`src/rtl/uart_wb_bridge_pkg.sv`:
```
// Shared FSM encoding, command bytes and response codes for the UART-to-Wishbone bridge.
package uart_wb_bridge_pkg;

    typedef enum logic [2:0] {
        IDLE  = 3'd0,
        ADDR  = 3'd1,
        WDATA = 3'd2,
        WB    = 3'd3,
        RESP  = 3'd4
    } state_t;

    localparam logic [7:0] CMD_WRITE = 8'h01;
    localparam logic [7:0] CMD_READ  = 8'h02;
    localparam logic [7:0] RSP_ACK   = 8'h06;
    localparam logic [7:0] RSP_NAK   = 8'h15;

endpackage

```
`src/rtl/uart_wb_bridge_resp.sv`:
```
// Response serializer: loads 1 or 5 bytes, presents them LSB first one cycle after load.
// Holds o_tx_data/o_tx_valid until i_tx_ready; done pulses on the final transfer.
module uart_wb_bridge_resp (
    input  logic        i_clk,
    input  logic        i_rst_n,
    input  logic        load,
    input  logic [39:0] load_bytes,
    input  logic [2:0]  load_count,
    input  logic        i_tx_ready,
    output logic [7:0]  o_tx_data,
    output logic        o_tx_valid,
    output logic        done
);

    logic [31:0] pending;
    logic [2:0]  remaining;

    always_ff @(posedge i_clk or negedge i_rst_n) begin
        if (!i_rst_n) begin
            o_tx_data  <= 8'h00;
            o_tx_valid <= 1'b0;
            pending    <= 32'h0;
            remaining  <= 3'd0;
        end else if (load) begin
            o_tx_data  <= load_bytes[7:0];
            pending    <= load_bytes[39:8];
            remaining  <= load_count - 3'd1;
            o_tx_valid <= 1'b1;
        end else if (o_tx_valid && i_tx_ready) begin
            if (remaining == 3'd0) begin
                o_tx_valid <= 1'b0;
            end else begin
                o_tx_data <= pending[7:0];
                pending   <= {8'h00, pending[31:8]};
                remaining <= remaining - 3'd1;
            end
        end
    end

    assign done = o_tx_valid && i_tx_ready && (remaining == 3'd0);

endmodule

```
`src/rtl/uart_wb_bridge.sv`:
```
// UART byte-command to classic Wishbone master bridge; cyc/stb rise the cycle after the last command byte.
// RX has no backpressure (bytes in WB/RESP are dropped); optional WB timeout via UART_WB_BRIDGE_TIMEOUT_EN.
module uart_wb_bridge
    import uart_wb_bridge_pkg::*;
#(
    parameter int TIMEOUT_CYCLES = 1024
) (
    input  logic        i_clk,
    input  logic        i_rst_n,
    input  logic [7:0]  i_rx_data,
    input  logic        i_rx_valid,
    output logic [7:0]  o_tx_data,
    output logic        o_tx_valid,
    input  logic        i_tx_ready,
    output logic        o_wb_cyc,
    output logic        o_wb_stb,
    output logic        o_wb_we,
    output logic [31:0] o_wb_addr,
    output logic [31:0] o_wb_data,
    output logic [3:0]  o_wb_sel,
    input  logic        i_wb_ack,
    input  logic        i_wb_err,
    input  logic [31:0] i_wb_data,
    output logic        o_busy
);

    state_t      state;
    logic [1:0]  byte_cnt;
    logic        timeout;
    logic        resp_load;
    logic [39:0] resp_bytes;
    logic [2:0]  resp_count;
    logic        resp_done;

`ifdef UART_WB_BRIDGE_TIMEOUT_EN
    localparam int TO_W = $clog2(TIMEOUT_CYCLES + 1);
    logic [TO_W-1:0] to_cnt;

    always_ff @(posedge i_clk or negedge i_rst_n) begin
        if (!i_rst_n)
            to_cnt <= '0;
        else if (state == WB)
            to_cnt <= to_cnt + 1'b1;
        else
            to_cnt <= '0;
    end

    assign timeout = (state == WB) && (to_cnt == TO_W'(TIMEOUT_CYCLES - 1));
`else
    assign timeout = 1'b0;
`endif

    // Response is decided combinationally so the serializer raises o_tx_valid on the next cycle.
    always_comb begin
        resp_load  = 1'b0;
        resp_bytes = {32'h0, RSP_NAK};
        resp_count = 3'd1;
        case (state)
            IDLE: begin
                if (i_rx_valid && (i_rx_data != CMD_WRITE) && (i_rx_data != CMD_READ))
                    resp_load = 1'b1;
            end
            WB: begin
                if (i_wb_err || timeout) begin
                    resp_load = 1'b1;
                end else if (i_wb_ack) begin
                    resp_load  = 1'b1;
                    resp_bytes = {i_wb_data, RSP_ACK};
                    resp_count = o_wb_we ? 3'd1 : 3'd5;
                end
            end
            default: ;
        endcase
    end

    always_ff @(posedge i_clk or negedge i_rst_n) begin
        if (!i_rst_n) begin
            state     <= IDLE;
            byte_cnt  <= 2'd0;
            o_wb_cyc  <= 1'b0;
            o_wb_stb  <= 1'b0;
            o_wb_we   <= 1'b0;
            o_wb_addr <= 32'h0;
            o_wb_data <= 32'h0;
            o_wb_sel  <= 4'h0;
        end else begin
            case (state)
                IDLE: begin
                    byte_cnt <= 2'd0;
                    if (i_rx_valid) begin
                        if (i_rx_data == CMD_WRITE) begin
                            o_wb_we <= 1'b1;
                            state   <= ADDR;
                        end else if (i_rx_data == CMD_READ) begin
                            o_wb_we <= 1'b0;
                            state   <= ADDR;
                        end else begin
                            state <= RESP;
                        end
                    end
                end
                ADDR: begin
                    if (i_rx_valid) begin
                        o_wb_addr[{byte_cnt, 3'b000} +: 8] <= i_rx_data;
                        byte_cnt <= byte_cnt + 2'd1;
                        if (byte_cnt == 2'd3) begin
                            if (o_wb_we) begin
                                state <= WDATA;
                            end else begin
                                state    <= WB;
                                o_wb_cyc <= 1'b1;
                                o_wb_stb <= 1'b1;
                                o_wb_sel <= 4'hF;
                            end
                        end
                    end
                end
                WDATA: begin
                    if (i_rx_valid) begin
                        o_wb_data[{byte_cnt, 3'b000} +: 8] <= i_rx_data;
                        byte_cnt <= byte_cnt + 2'd1;
                        if (byte_cnt == 2'd3) begin
                            state    <= WB;
                            o_wb_cyc <= 1'b1;
                            o_wb_stb <= 1'b1;
                            o_wb_sel <= 4'hF;
                        end
                    end
                end
                WB: begin
                    if (i_wb_ack || i_wb_err || timeout) begin
                        state    <= RESP;
                        o_wb_cyc <= 1'b0;
                        o_wb_stb <= 1'b0;
                        o_wb_sel <= 4'h0;
                    end
                end
                RESP: begin
                    if (resp_done)
                        state <= IDLE;
                end
                default: state <= IDLE;
            endcase
        end
    end

    assign o_busy = (state != IDLE);

    uart_wb_bridge_resp u_resp (
        .i_clk      (i_clk),
        .i_rst_n    (i_rst_n),
        .load       (resp_load),
        .load_bytes (resp_bytes),
        .load_count (resp_count),
        .i_tx_ready (i_tx_ready),
        .o_tx_data  (o_tx_data),
        .o_tx_valid (o_tx_valid),
        .done       (resp_done)
    );

endmodule

```
`config.mk`:
```
export PLATFORM = sky130hd
export DESIGN_NAME = uart_wb_bridge
export DESIGN_NICKNAME = d
export VERILOG_FILES = /design/src/rtl/uart_wb_bridge_pkg.sv /design/src/rtl/uart_wb_bridge_resp.sv /design/src/rtl/uart_wb_bridge.sv
export SDC_FILE = /design/constraint.sdc
export NUM_CORES = 1
export LEC_CHECK = 0
export ABC_AREA = 1
export CAP_MARGIN = 5
export CORE_ASPECT_RATIO = 0.7
export CORE_MARGIN = 2
export CORE_UTILIZATION = 45
export DETAILED_ROUTE_END_ITERATION = 10
export PLACE_DENSITY = 0.76
export SETUP_SLACK_MARGIN = 0.3
export SLEW_MARGIN = 20
export SYNTH_ARGS = -nofsm -noshare
export SYNTH_HDL_FRONTEND = slang
export SYNTH_SLANG_ARGS = --single-unit
```
`constraint.sdc`:
```
create_clock -name i_clk -period 2.85 [get_ports i_clk]
set_clock_uncertainty 0.15 [all_clocks]
set_input_delay 0.57 -clock i_clk [delete_from_list [all_inputs] [get_ports i_clk]]
set_output_delay 0.57 -clock i_clk [all_outputs]
set_load 0.1 [all_outputs]
```
==> impl_metrics.json <==
{
  "status": "completed",
  "syn_to_final_growth_pct": 33.6,
  "io-pin-count": 127,
  "setup_violations": 0,
  "rsz0062_at_grt": "false",
  "synth-seq-cells": 115,
  "cts_sinks": 115,
  "peakVddDrop_v": 0.000751,
  "relSlewSlack_pct": 62.2,
  "first_global_vias": 4268,
  "final_cell_area_mm2": 0.00728,
  "syn-num-nets": 605,
  "rows": 33,
  "avgSynthCellArea_um2": 9.85,
  "ys_seq_area_share_pct": 52.8,
  "holdCritPathClass": "reg2reg",
  "synth_cells": 553,
  "post_cts_buffers": 0,
  "leakage_nw": 3.85,
  "drt_iter0_drc": 282,
  "ff2ff_path_depth": 5,
  "startpoint_type": "flip-flop",
  "netlist_top_cells_count": "dfrtp_1 (115), nand2_1 (88), inv_1 (84)",
  "yosysMostFrequentCell": "dfrtp_1",
  "final_antenna_net_count": 0,
  "synth_cell_types": 30,
  "period_minus_slack_ns": 2.22,
  "grt_max_degree": 55,
  "wire_per_inst_um": 16.0,
  "slew_viol_final": 0,
  "dp_hpwl_um": 10100,
  "synthTopCellsByArea": "dfrtp_1 (53%), mux2_2 (13%), nand2_1 (6.1%)",
  "drt_pass1_iterations": 4,
  "fmax_ghz": 0.450,
  "finalWirelength_um": 13700,
  "grt_pass1_wl_um": 21700,
  "clockBufferDepth": 2,
  "min_path_cells": 2,
  "setup_tns_ns": 0,
  "ctsRootBufferMaster": "clkbuf_16",
  "crit_path_end_kind": "flip-flop",
  "layout-drive-gt1-share_pct": 30.4,
  "antenna_found_initial": 0,
  "place.port_buffers": 126,
  "arrival_ns": 2.42,
  "critPathKind": "reg2reg",
  "ys.flop_type": "dfrtp_1",
  "finalHoldViolCount": 0,
  "htreeDepth": 4,
  "yosysTopAreaCell": "dfrtp_1",
  "fin_crit_sh_pct": 77.9,
  "die_area_mm2": 0.0130,
  "place.gp.congestion": 0.846,
  "finalPower_mw": 9.53,
  "cts_tree": "done",
  "die_h_um": 96.1,
  "required_ns": 3.05,
  "place_area_mm2": 0.00665,
  "coreArea_mm2": 0.0118,
  "start_util_pct": 46.3,
  "crit_fanout": 16,
  "ys_warn_count": 0,
  "cts_resized": 0,
  "grt_usage_pct": 22.0,
  "numCtsBuffers": 17,
  "worst_pin_slew_ns": 0.565,
  "nNetsFinal": 739,
  "hold_buffers": 1,
  "vias_per_cell": 5.00,
  "vias": 4283,
  "synth_top_area_share_pct": 52.8,
  "netlist_area_mm2": 0.00545,
  "grt_overflow": 0,
  "cts.clk_slew.worst_paths_ns": 0.06,
  "synth_edf_count": 0,
  "n_antenna_cell": 0,
  "die_w_um": 136,
  "insertion_delay_ns": 0.41,
  "async_reset_ff_share_pct": 100,
  "drc_errors": 0,
  "p_per_area_mw_per_mm2": 1310,
  "cap_viol_max_count": 0
}
[where the power goes]
part / internal (mW) / leakage (nW) / switching (mW) / total [mW]
Clock: 1.41 / 0.290 / 0.780 / 2.19
Combinational: 1.18 / 2.05 / 3.75 / 4.93
Sequential: 2.14 / 1.52 / 0.270 / 2.41
[area by class of cell]
cell class / count / area [µm²]
Fill cell: 943 / 4490
Sequential cell: 115 / 2880
Multi-Input combinational cell: 326 / 2080
Timing Repair Buffer: 136 / 1160
Clock buffer: 18 / 439
Inverter: 91 / 342
Tap cell: 157 / 196
Clock inverter: 14 / 178
[sequential cells by signal, summed over array words and instances, names as in the netlist]
register	cells
o_wb_data	32
u_resp.remaining	3
o_wb_sel	1
u_resp.o_tx_valid	1
o_wb_we	1
u_resp.o_tx_data	8
u_resp.pending	32
byte_cnt	2
state	3
o_wb_addr	32
[routing by layer]
layer  routed length (µm)  global-route usage [%]
met5                    0                       0
met4                  210                    9.11
met3                  597                    4.16
met2                 6580                    34.6
met1                 6360                    30.4
[critical path, cell delays in order (launching register included)]
cell and delay, ns:
dfrtp_1 0.38, inv_1 0.12, ha_1 0.36, nand2_1 0.35
nor3_1 0.54, mux2_2 0.26
[path summary, 6_finish.rpt]
path	startpoint	end	slack, ns
setup / recovery	byte_cnt[1]	o_wb_addr[10]	0.63
hold / removal	u_resp.pending[7]	u_resp.pending[7]	0.34
setup reg to reg	byte_cnt[1]	o_wb_addr[10]	0.63
hold reg to reg	u_resp.pending[7]	u_resp.pending[7]	0.34
max in group asynchronous	i_rst_n	o_wb_addr[1]	1.31
min in group asynchronous	i_rst_n	o_wb_addr[30]	0.51
[placed cells by master (no fill, tap or decap), types with 14 or more instances in the layout]
master / netlist / layout
clkdlybuf4s50_1: 0 / 44
nor3_1: 18 / 18
clkbuf_16: 0 / 17
o21ai_1: 14 / 14
buf_4: 6 / 89
mux2_2: 61 / 61
o21ai_0: 20 / 20
nor2_1: 47 / 47
nand3_1: 15 / 15
nand2_1: 88 / 88
inv_1: 84 / 84
a21oi_1: 25 / 25
dfrtp_1: 115 / 115
[logic make-up after synthesis]
logic type | count (synthesis) | share of synthesized area [%]
buffers and inverters | 112 | 8.91
flip-flops | 115 | 52.8
AND/OR/NAND/NOR | 187 | 16.7
AO/OA/AOI/OAI | 68 | 6.80
multiplexers | 64 | 13.2
adder cells (fa/ha/maj) | 6 | 1.38
XOR/XNOR | 1 | 0.161
[through the flow]
stage	hold slack (ns)	instances	utilization, %	setup WS [ns]
4_1_cts	0.337	857	61.8	0.634
5_1_grt	0.354	857	61.8	0.520
2_1_floorplan	0.124	553	-	0.700
3_5_place_dp	0.319	824	56.5	0.311
3_3_place_gp	0.317	824	56.5	0.378
6_report	0.336	857	61.8	0.630
Note: power is estimated with default switching activity, not from simulation.
